### config.mk
export PLATFORM = sky130hd
export DESIGN_NAME = frame_uploader_mb
export DESIGN_NICKNAME = d
export VERILOG_FILES = /design/src/rtl/frame_uploader_mb.sv
export SDC_FILE = /design/constraint.sdc
export NUM_CORES = 1
export LEC_CHECK = 0
export BUFFER_PORTS_ARGS = -buffer_cell sky130_fd_sc_hd__buf_2
export CAP_MARGIN = 5
export CORE_MARGIN = 1
export CORE_UTILIZATION = 50
export DETAILED_ROUTE_END_ITERATION = 10
export GPL_TIMING_DRIVEN = 0
export PLACE_DENSITY = 0.71
export SYNTH_ARGS = -nofsm -noshare
export SYNTH_HDL_FRONTEND = slang
export SYNTH_SLANG_ARGS = --single-unit
export TNS_END_PERCENT = 10
### constraint.sdc
create_clock -name clk -period 11.75 [get_ports clk]
set_clock_uncertainty 0.05 [all_clocks]
set_input_delay 2.35 -clock clk [delete_from_list [all_inputs] [get_ports clk]]
set_output_delay 2.35 -clock clk [all_outputs]
set_load 0.1 [all_outputs]
### src/rtl/frame_uploader_mb.sv
// Frame uploader: syncs on a frame-start marker in a show-ahead pixel queue, packs pixel pairs into
// burst words and writes each burst into a round-robin frame buffer. Optional statistics: FRAME_UPLOADER_STATS_EN.
module frame_uploader_mb #(
  parameter int PIXEL_W      = 16,
  parameter int BURST_WORDS  = 8,
  parameter int FRAME_WIDTH  = 640,
  parameter int FRAME_HEIGHT = 480,
  parameter int NUM_BUFFERS  = 2,
  parameter int ADDR_W       = 21,
  parameter int TCMD         = 19
) (
  input  logic                 clk,
  input  logic                 reset_n,
  input  logic                 start,
  input  logic [ADDR_W-1:0]    base_addr,
  input  logic [ADDR_W-1:0]    buf_stride,
  input  logic                 queue_empty,
  input  logic [PIXEL_W:0]     queue_data,
  output logic                 rd_en,
  output logic                 write_rq,
  input  logic                 write_ack,
  output logic [ADDR_W-1:0]    write_addr,
  output logic                 mem_wr_en,
  output logic [2*PIXEL_W-1:0] write_data,
  output logic                 upload_done,
  output logic [2:0]           done_buf,
  output logic                 frame_error,
  output logic [15:0]          frames_ok,
  output logic [15:0]          frames_aborted,
  output logic [2:0]           dbg_state
);
  localparam int WORD_W = 2 * PIXEL_W;
  localparam int SLOTS  = 2 * BURST_WORDS;
  localparam int TOTAL  = FRAME_WIDTH * FRAME_HEIGHT;
  localparam int SLOT_W = (SLOTS > 1) ? $clog2(SLOTS) : 1;
  localparam int WIDX_W = (BURST_WORDS > 1) ? $clog2(BURST_WORDS) : 1;
  localparam int CNT_W  = $clog2(TOTAL + 1);
  localparam int TCNT_W = (TCMD > 1) ? $clog2(TCMD) : 1;

  // IDLE encodes as 0 so dbg_state reads 0 out of reset.
  typedef enum logic [2:0] {IDLE, SYNC, FILL, REQ, DATA, TAIL, DONE} state_t;

  state_t              state_q, state_d;
  logic [ADDR_W-1:0]   addr_q, addr_d;
  logic [ADDR_W-1:0]   base_q, base_d;
  logic [SLOT_W-1:0]   slot_q, slot_d;
  logic [CNT_W-1:0]    cnt_q, cnt_d;
  logic [WIDX_W-1:0]   widx_q, widx_d;
  logic [TCNT_W-1:0]   tcnt_q, tcnt_d;
  logic [2:0]          cur_buf_q, cur_buf_d;
  logic [2:0]          done_buf_q, done_buf_d;
  logic [PIXEL_W-1:0]  cache_q [SLOTS];
  logic [PIXEL_W-1:0]  cache_d [SLOTS];
  logic [WORD_W-1:0]   word_sel;
  logic                marker;

  assign marker     = queue_data[PIXEL_W];
  assign word_sel   = {cache_q[SLOT_W'({widx_q, 1'b1})], cache_q[SLOT_W'({widx_q, 1'b0})]};
  assign write_addr = addr_q;
  assign dbg_state  = state_q;

  // Memory handshake: write_rq raises a request and is held until write_ack is seen; after the ack
  // write_rq stays high through the data beats and the command tail, then drops for one or more cycles.
  always_comb begin
    state_d     = state_q;
    addr_d      = addr_q;
    base_d      = base_q;
    slot_d      = slot_q;
    cnt_d       = cnt_q;
    widx_d      = widx_q;
    tcnt_d      = tcnt_q;
    cur_buf_d   = cur_buf_q;
    done_buf_d  = done_buf_q;
    cache_d     = cache_q;
    rd_en       = 1'b0;
    write_rq    = 1'b0;
    mem_wr_en   = 1'b0;
    write_data  = '0;
    upload_done = 1'b0;
    frame_error = 1'b0;
    done_buf    = done_buf_q;
    case (state_q)
      IDLE: begin
        if (start) begin
          base_d  = base_addr + ADDR_W'(cur_buf_q) * buf_stride;
          addr_d  = base_addr + ADDR_W'(cur_buf_q) * buf_stride;
          state_d = SYNC;
        end
      end
      SYNC: begin
        rd_en = !queue_empty;
        if (!queue_empty && marker) begin
          cnt_d   = '0;
          slot_d  = '0;
          for (int i = 0; i < SLOTS; i++) cache_d[i] = '0;
          state_d = FILL;
        end
      end
      FILL: begin
        rd_en = !queue_empty;
        if (!queue_empty) begin
          if (marker) begin
            // A new marker mid-frame abandons the partial frame and restarts it at the buffer base.
            frame_error = 1'b1;
            cnt_d       = '0;
            slot_d      = '0;
            addr_d      = base_q;
            for (int i = 0; i < SLOTS; i++) cache_d[i] = '0;
          end else begin
            cache_d[slot_q] = queue_data[PIXEL_W-1:0];
            slot_d          = slot_q + 1'b1;
            cnt_d           = cnt_q + 1'b1;
            if (slot_q == SLOT_W'(SLOTS - 1) || cnt_q == CNT_W'(TOTAL - 1)) state_d = REQ;
          end
        end
      end
      REQ: begin
        write_rq = 1'b1;
        if (write_ack) begin
          widx_d  = '0;
          state_d = DATA;
        end
      end
      DATA: begin
        write_rq   = 1'b1;
        mem_wr_en  = 1'b1;
        write_data = word_sel;
        widx_d     = widx_q + 1'b1;
        if (widx_q == WIDX_W'(BURST_WORDS - 1)) begin
          tcnt_d  = '0;
          state_d = TAIL;
        end
      end
      TAIL: begin
        write_rq = 1'b1;
        tcnt_d   = tcnt_q + 1'b1;
        if (tcnt_q == TCNT_W'(TCMD - 1)) begin
          addr_d  = addr_q + ADDR_W'(BURST_WORDS);
          slot_d  = '0;
          for (int i = 0; i < SLOTS; i++) cache_d[i] = '0;
          state_d = (cnt_q == CNT_W'(TOTAL)) ? DONE : FILL;
        end
      end
      DONE: begin
        upload_done = 1'b1;
        done_buf    = cur_buf_q;
        done_buf_d  = cur_buf_q;
        cur_buf_d   = (cur_buf_q == 3'(NUM_BUFFERS - 1)) ? 3'd0 : cur_buf_q + 3'd1;
        state_d     = IDLE;
      end
      default: state_d = IDLE;
    endcase
  end

  always_ff @(posedge clk or negedge reset_n) begin
    if (!reset_n) begin
      state_q    <= IDLE;
      addr_q     <= '0;
      base_q     <= '0;
      slot_q     <= '0;
      cnt_q      <= '0;
      widx_q     <= '0;
      tcnt_q     <= '0;
      cur_buf_q  <= '0;
      done_buf_q <= '0;
      for (int i = 0; i < SLOTS; i++) cache_q[i] <= '0;
    end else begin
      state_q    <= state_d;
      addr_q     <= addr_d;
      base_q     <= base_d;
      slot_q     <= slot_d;
      cnt_q      <= cnt_d;
      widx_q     <= widx_d;
      tcnt_q     <= tcnt_d;
      cur_buf_q  <= cur_buf_d;
      done_buf_q <= done_buf_d;
      cache_q    <= cache_d;
    end
  end

`ifdef FRAME_UPLOADER_STATS_EN
  logic [15:0] ok_q, aborted_q;

  // Both counters stick at all-ones rather than wrapping.
  always_ff @(posedge clk or negedge reset_n) begin
    if (!reset_n) begin
      ok_q      <= '0;
      aborted_q <= '0;
    end else begin
      if (upload_done && ok_q != 16'hFFFF) ok_q <= ok_q + 16'd1;
      if (frame_error && aborted_q != 16'hFFFF) aborted_q <= aborted_q + 16'd1;
    end
  end

  assign frames_ok      = ok_q;
  assign frames_aborted = aborted_q;
`else
  assign frames_ok      = '0;
  assign frames_aborted = '0;
`endif

endmodule

==> results.md, run 1 <==
Run status:
- The run finished with clean final reports.

Pwr:
- The internal power is 2.035 mW.
- In this run, flip-flops and latches consume 43.8% of the power.
- The switching power of the nets is 761.2 uW.
- Combinational logic burns 11.7% of the power.
- The ratio of total power to cell area is 131.7 nW/um^2.
- The largest voltage drop on the vdd net is 88.52 uV.
- The clock share of power is 44.6%.
- Net switching is 27.22% of the power.
- The analysis attributes to cell leakage a power of 10.09 nW.
- The final total power is 2.797 mW.

Drt:
- For this run, design rule violations remaining after detail routing come to 0.
- The average wire per cell in the routed design is 21.05 um.
- The detailed-router iteration count before antenna repair is 5.
- The met1 routed wirelength after detailed routing is 20.73 mm.
- The detailed router placed 13840 vias in this run.
- The post-route antenna net violation count is 0.
- The top routing layer in use is met5.
- The routed length on met3 is 3.484 mm.
- After detailed routing, the total wire length is 48.57 mm.
- The number of DRC markers in iteration 0 is 1186.
- Using the TritonRoute via totals, the vias-per-cell ratio works out to 5.998.
- The routed design uses 23.10 mm of met2 wire.

Place:
- The number of port buffers is 111.
- After legalization and detailed placement, the total HPWL measured 35.22 mm.
- The placement-stage cell area is 19890 sq um.
- The final weighted congestion of routability-driven global placement is 0.9002.
- The instance count after placement with tap cells included is 2236.

Clocking:
- Counting the buffers created by CTS gives 39.
- The total number of H-tree levels is 2.
- Buffers added to address setup during post-CTS repair amount to 0.
- The clock reaches the later pin of the worst-skew pair after 0.56 ns.
- The number of hold buffers added after CTS was 0.
- The clock-pin slew reported for the worst setup and hold paths after clock tree synthesis is 0.06 ns.
- The number of resized instances in the post-cts repair step is 0.
- The cell sitting at the root of the clock tree is a clkbuf_16.
- The maximum buffer depth of the clock tree is 3.
- TritonCTS built the clock tree.
- The tree built by TritonCTS fans out to 338 sinks.

Yosys:
- Counting flops with a built-in enable in the synthesized netlist gives 0.
- Synthesis inferred 338 register bits.
- Yosys printed 0 warnings.
- The synthesized area per cell is 11.43 sq um.
- In this run the cell area of the synthesized design comes to 18540 sq um.
- The most used flip-flop cell after synthesis is dfrtp_1.
- The post-synthesis async set-or-reset flop share is 100.0%.
- The count of mapped cells out of synthesis is 1623.
- The number of distinct library cells after synthesis is 78.
- The portion of the post-synthesis area used by sequential elements is 45.61%.

Finish:
- Relative to the synthesized area, the layout overhead comes to 14.47%.
- Leaving out fill and tap cells, the most frequent cells in the layout are dfrtp_1, a22o_1, buf_2, nand2_1, inv_1.
- Fill cells in the final layout number 3052.
- The post-route cell area is 21230 sq um.
- The non-filler instance count after layout is 2307.
- The commonest non-fill, non-tap cell in the layout is dfrtp_1.
- The share of cells above drive strength 1 is 19.34%.
- The number of nets in the layout is 1943.

Critical path:
- The cell with the most instances on the worst path is clkbuf_1.
- The signal on the critical path passes through clkbuf_1, clkbuf_1, mux4_2, mux2i_1, nor2_1, buf_2.
- The critical path's largest stage delay is 0.74 ns.
- The highest net fanout along the worst path is 10.
- STA classifies the critical path startpoint as a flop.
- STA classifies the critical path endpoint as an output port.
- The cell family contributing the most delay on the critical path is buffers and inverters.
- At the worst endpoint, the required time is 9.35 ns.
- The critical-path cell with the highest stage delay is clkbuf_1.
- The number of buffers and inverters on the critical path is 3.
- The arrival time of data at the critical path endpoint is 3.42 ns.
- The critical path is of the reg -> out type.

Timing:
- The setup-violating endpoint count in the final report is 0.
- The relative slew slack is 25.60%.
- The clock period minus worst slack is 5.820 ns.
- The slew at the pin closest to its max-slew limit is 1.116 ns.
- The upper clock frequency limit is 0.1718 GHz.
- Setup repair after global routing left no endpoint under its margin.
- After routing, the total negative slack on setup checks comes to 0 ns.
- The count of final hold-check violations is 0.
- The worst path uses 49.53% of the clock period.
- The number of pins with negative max-slew slack in the final report was 0.

Global routing:
- The number of global-route vias before repair is 14130.
- Entering global routing, the biggest net connects 114 pins.
- The first global-routing pass estimated 78.94 mm of wire.
- After global routing the overflow that remains totals 0.
- The global-route usage over all layers is 26.42%.
- The number of antenna violations at the first check in global routing is 5.

Die:
- In this run the standard cell core region covers 36520 sq um.
- The floorplan step defined a die boundary enclosing 37860 sq um.
- The initial cell density of the core is 50.77%.
- In this run the count of I/O pins placed on the die edge is 160.
- The number of core rows is 70.
- Measured along the x axis, the die boundary spans 194.6 um.
- The die outline height is 194.6 um.

Job:
- The max-cap violation count is 0.

Min path:
- The class of the tightest hold or removal check is reg -> reg.
cell type report:
cell class	instances	area, sq um	area share (%)
multi-input combinational	1057	8980	42.30
tap	468	585.6	2.758
buffer	174	903.4	4.256
clock inverter	16	201.4	0.9490
timing repair buffer	114	648.1	3.053
sequential	338	8458	39.84
antenna	3	7.507	0.03536
inverter	85	319.1	1.503
clock buffer	52	1125	5.299
power by group through the flow:
stage / Clock (mW) / Combinational (mW) / Sequential (mW)
3_3_place_gp: 0 / 0.317 / 1.24
6_report: 1.25 / 0.326 / 1.22
5_1_grt: 1.31 / 0.350 / 1.23
3_5_place_dp: 0 / 0.326 / 1.24
4_1_cts: 1.26 / 0.327 / 1.22
2_1_floorplan: 0 / 0.199 / 1.27
cell usage after synthesis, types with 5 or more instances:
cell      instances  share of area [%]
a211oi_1          7               0.28
a21o_1           22               0.89
a21oi_1          41                1.1
a22o_1          257                 12
a31oi_1           8               0.27
and2_1           54                1.8
and3_1           28               0.94
buf_1            34               0.69
buf_2            34               0.92
buf_4            33                1.3
buf_6             9               0.55
clkbuf_1         63                1.3
dfrtp_1         338                 46
fa_1             37                4.0
ha_1             33                2.2
inv_1            84                1.7
mux2_2            8               0.49
mux2i_1          33                1.8
mux4_2           64                7.8
nand2_1          89                1.8
nand2_8           9               0.97
nand3_1          18               0.49
nand4_1          14               0.47
nor2_1           82                1.7
nor2b_1           5               0.17
nor3_1            6               0.16
nor4_1            5               0.17
o21a_1            6               0.24
o21ai_0          69                1.9
or3_1             8               0.27
xnor2_1          25                1.2
xor2_1           22                1.0
through the flow:
step	util [%]	setup WS, ns	hold WS (ns)
floorplan	-	4.752	0.3919
global placement	54.22	1.808	0.3997
detailed placement	54.47	5.861	0.4027
CTS	58.10	5.944	0.4177
global route	58.11	5.846	0.4564
finish	58.12	5.930	0.4199
tightest hold or removal path, cell delays in order, from the launching register on:
cell and delay (ns):
dfrtp_1 0.32, nand2_1 0.05, nand2_1 0.07
cell families (layout without fill, tap and decap cells):
kind of cell               count (synthesis)  count (layout)  share of synthesized area (%)
DFF                                      338             338                          45.61
AOI/OAI and AO/OA                        458             458                          19.03
muxes                                    105             105                          10.04
buffers and inverters                    259             441                          6.592
other                                      1              35                        0.02022
and+or+nand+nor                          345             345                          10.27
adders and majority gates                 70              70                          6.221
xor gates and xnor gates                  47              47                          2.220
path summary, 6_finish.rpt:
check / start / slack (ns) / cells past startpoint / endpoint
worst min-delay path: done_buf_q[2] / 0.42 / 2 / done_buf_q[2]
max in group asynchronous: reset_n / 8.56 / 3 / cache_q[14]
worst max register to register: cur_buf_q[1] / 7.53 / 13 / write_addr[14]
min in group asynchronous: reset_n / 1.69 / 1 / cache_q[18]
worst min register to register: done_buf_q[2] / 0.42 / 2 / done_buf_q[2]
worst max-delay path: widx_q[1] / 5.93 / 6 / write_data[30]
registers in the layout, indices dropped and copies added, names as in the netlist:
| name | count |
|---|---|
| cache_q | 256 |
| base_q | 21 |
| write_addr | 21 |
| cnt_q | 19 |
| tcnt_q | 5 |
| slot_q | 4 |
| cur_buf_q | 3 |
| dbg_state | 3 |
| done_buf_q | 3 |
| widx_q | 3 |
per-layer routing:
metal	vias to the layer above	track usage [%]
met1	7026	35.76
met4	4	8.524
met3	78	5.535
li1	6218	-
met2	511	42.59
met5	-	0
No activity file was read; power rests on OpenSTA's default activity.
==> inputs of run 2 (changes only) <==
- PLACE_DENSITY: 0.71 -> 0.73
- clock period: 11.75 -> 4.7 ns (I/O delays scaled with it)
==> run 2 against run 1 <==
Sequential power increased to 2.5 times the previous value. Power increased by 140%. Cell area decreased by 0.58%. Register-to-register slack got worse by 7.1 ns. Global-route usage decreased by 0.29 points. Clock-buffer cell count increased by 5. Wire length increased by 0.40%. Cell count decreased by 0.13%. Combinational power increased to 2.5 times the previous value. First-iteration DRC count decreased by 11%. Critical path depth increased by 1. Setup slack got worse by 5.7 ns. Largest cell class unchanged.
==> results.md, run 2 (synthesis gave the netlist of run 1 again) <==
Pwr:
- The largest voltage drop on the vdd net is 250.4 uV (+180%).
- The share of total power consumed by net switching is 27.58% (+0.37 points).
- The internal power came to 4.904 mW (+140%).
- The sequential fraction of design power is 45.2% (+1.4 points).
- The clock share of power is 42.8% (-1.8 points).
- The ratio of total power to cell area is 320.9 nW/um^2 (+140%).
- The switching power of the nets is 1.868 mW (+150%).
- The static leakage is 10.02 nW (-0.65%).
- The combinational group share of total power was 12.1% (+0.4 points).

Clocking:
- TritonCTS built the clock tree.
- The maximum buffer depth of the clock tree came to 3 (unchanged).
- The cts-stage hold buffer count is 0 (unchanged).
- The clock insertion delay at the later pin of the skew report came to 0.55 ns (about the same).
- The clock-pin slew reported for the worst setup and hold paths after clock tree synthesis is 0.06 ns (about the same).
- The clock sink count is 338 (unchanged).
- The count of buffers added by post-CTS timing repair for setup is 0 (unchanged).
- The total number of H-tree levels is 2 (unchanged).
- The number of clock buffers inserted by TritonCTS was 38 (-2.6%).
- The number of resized instances in the post-cts repair step is 0 (unchanged).
- The root buffer cell chosen for the clock tree is clkbuf_16.

Place:
- The instance count after placement with tap cells included is 2236 (unchanged).
- The HPWL after detailed placement was 35.09 mm (-0.36%).
- The placement-stage worst setup slack is 0.2281 ns (-5.633 ns).
- The number of port buffers came to 111 (unchanged).
- The final weighted congestion of routability-driven global placement was 0.8957 (-0.50%).
- The placement-stage cell area came to 19900 sq um (about the same).

Drt:
- The wire length reported by the detailed router is 48.76 mm (+0.40%).
- The number of DRC markers in iteration 0 is 1057 (-11%).
- The post-route antenna net violation count is 0 (unchanged).
- The total number of vias is 14000 (+1.2%).
- The number of remaining DRC errors is 0 (unchanged).
- The ratio of routed vias to standard cells was 6.078 (+1.3%).
- The detailed-router iteration count before antenna repair came to 5 (unchanged).
- The average wire per cell in the routed design was 21.16 um (+0.53%).

Timing:
- Setup repair after global routing left no endpoint under its margin.
- The number of pins with negative max-slew slack in the final report is 0 (unchanged).
- The setup-violating endpoint count in the final report is 0 (unchanged).
- The relative slew slack is 26.15% (+0.55 points).
- The worst setup margin came to 0.2738 ns (-5.656 ns).
- The total negative slack for setup checks is 0 ns (unchanged).
- The worst path uses 94.18% of the clock period.
- The clock period minus worst slack is 4.426 ns.
- The count of final hold-check violations is 0 (unchanged).
- Derived from the worst setup path, the maximum achievable clock frequency is 0.2259 GHz.
- The slew at the pin closest to its max-slew limit is 1.108 ns (-0.008262 ns).

Critical path:
- The element type at the critical path end is an output port.
- The setup path with the least slack is of type reg -> out.
- The number of buffers and inverters on the critical path came to 5 (+2).
- The signal on the critical path passes through buf_2, inv_2, or3_1, clkbuf_1, clkbuf_1, nor2_1, buf_2.
- The critical path's largest stage delay is 0.52 ns (-0.22 ns).
- The cell count of the worst reg-to-reg path is 15 (+2).
- The critical path startpoint category is a flop.
- The arrival time of data at the critical path endpoint is 3.44 ns (+0.02 ns).
- The endpoint required time on the critical path was 3.71 ns (-5.64 ns).
- The critical-path cell with the highest stage delay is dfrtp_1.
- The dominant delay contributor by cell family on the critical path is buffers and inverters.
- The total stage count of the critical path is 7 (+1).
- The highest net fanout along the worst path was 10 (unchanged).

Global routing:
- The global-route usage over all layers is 26.13% (-0.29 points).
- The total overflow reported by the global router is 0 (unchanged).
- The number of antenna violations at the first check in global routing came to 10 (+5).
- The wire length of the first global-routing pass is 78.26 mm (-0.87%).
- The number of global-route vias before repair is 14090 (-0.29%).
- The largest net degree at the start of global routing is 107 (-6.1%).

Finish:
- Relative to the synthesized area, the layout overhead comes to 13.81%.
- Leaving out fill and tap cells, the most frequent cell in the layout is dfrtp_1.
- Counting flops per register, the top entry is cache_q.
- The non-filler instance count after layout is 2304 (-0.13%).
- The post-route cell area is 21110 sq um (-0.58%).
- The share of cells above drive strength 1 was 18.93% (-0.40 points).
- The number of nets in the layout is 1942 (-0.051%).
- In the layout the commonest cells are dfrtp_1, a22o_1, buf_2, nand2_1, inv_1.
- The number of flip-flops under the largest register name is 256 (unchanged).

Die:
- The overall die width is 194.6 um (unchanged).
- The die outline height was 194.6 um (unchanged).
- The number of core rows was 70 (unchanged).
- The number of top-level design ports came to 160 (unchanged).
- The core footprint is 36520 sq um (unchanged).
- The initial cell density of the core was 50.77% (unchanged).
- The full die area is 37860 sq um (unchanged).

Job:
- The max-cap violation count is 0 (unchanged).

Run status:
- The flow ran to the end, and the final reports show no timing, DRC or antenna violations.

Min path:
- The class of the tightest hold or removal check is in -> async.
[run 2: cell count changes in the layout (fill, tap and decap cells not counted), sizes merged]
cell / change
bufinv: -3
clkbuf: +5
clkinv: -6
inv: +1
[run 2: stage by stage]
stage | power [mW] | utilization, % | hold slack (ns)
after floorplan | 3.674 | - | 0.3919
after detailed placement | 3.920 | 54.48 | 0.4040
after CTS | 6.794 | 57.77 | 0.2560
after global routing | 6.971 | 57.77 | 0.2814
after global placement | 3.892 | 54.23 | 0.4057
final | 6.772 | 57.79 | 0.2527
[run 2: power groups by stage]
stage          Sequential [mW]  Clock (mW)  Combinational (mW)
6_report                  3.06        2.90               0.816
4_1_cts                   3.06        2.92               0.816
3_3_place_gp              3.10           0               0.789
2_1_floorplan             3.18           0               0.497
3_5_place_dp              3.11           0               0.814
5_1_grt                   3.07        3.03               0.874
[run 2: cell type report]
type | count | area, sq um
fillers | 3093 | 15420
multi-input cells | 1057 | 8985
flip-flops and latches | 338 | 8458
clock buffers | 57 | 1134
plain buffers | 174 | 903.4
repair buffers | 114 | 648.1
well taps | 468 | 585.6
inverters | 85 | 319.1
clock inverters | 8 | 65.06
diodes | 3 | 7.507
[run 2: path summary, 6_finish.rpt]
check	startpoint	end	slack [ns]
max in group asynchronous	reset_n	cache_q[42]	3.06
hold reg to reg	done_buf_q[2]	done_buf_q[2]	0.42
min in group clk	done_buf_q[2]	done_buf_q[2]	0.42
hold / removal	reset_n	cache_q[177]	0.25
setup reg to reg	cur_buf_q[0]	write_addr[14]	0.48
setup / recovery	dbg_state[2]	write_data[20]	0.27
[run 2: per-layer routing]
metal  global-route usage, %  wire length [um]  vias to the layer above
met2                   42.21             23170                      520
li1                        -                 -                     6206
met5                       0                72                        -
met3                   4.824              3469                      108
met4                   8.466              1352                       14
met1                   35.72             20700                     7155
[run 2: worst reg2reg max path: stages, from the launching register on]
cell and delay [ns]:
dfrtp_1 0.44, clkbuf_1 0.24, and2_1 0.21, fa_1 0.53, inv_1 0.05, fa_1 0.48, inv_1 0.04, ha_1 0.26
clkbuf_1 0.18, a21oi_1 0.26, o21ai_0 0.17, a211oi_1 0.34, nor2_1 0.10, xnor2_1 0.34, o221ai_1 0.15, mux2_2 0.28
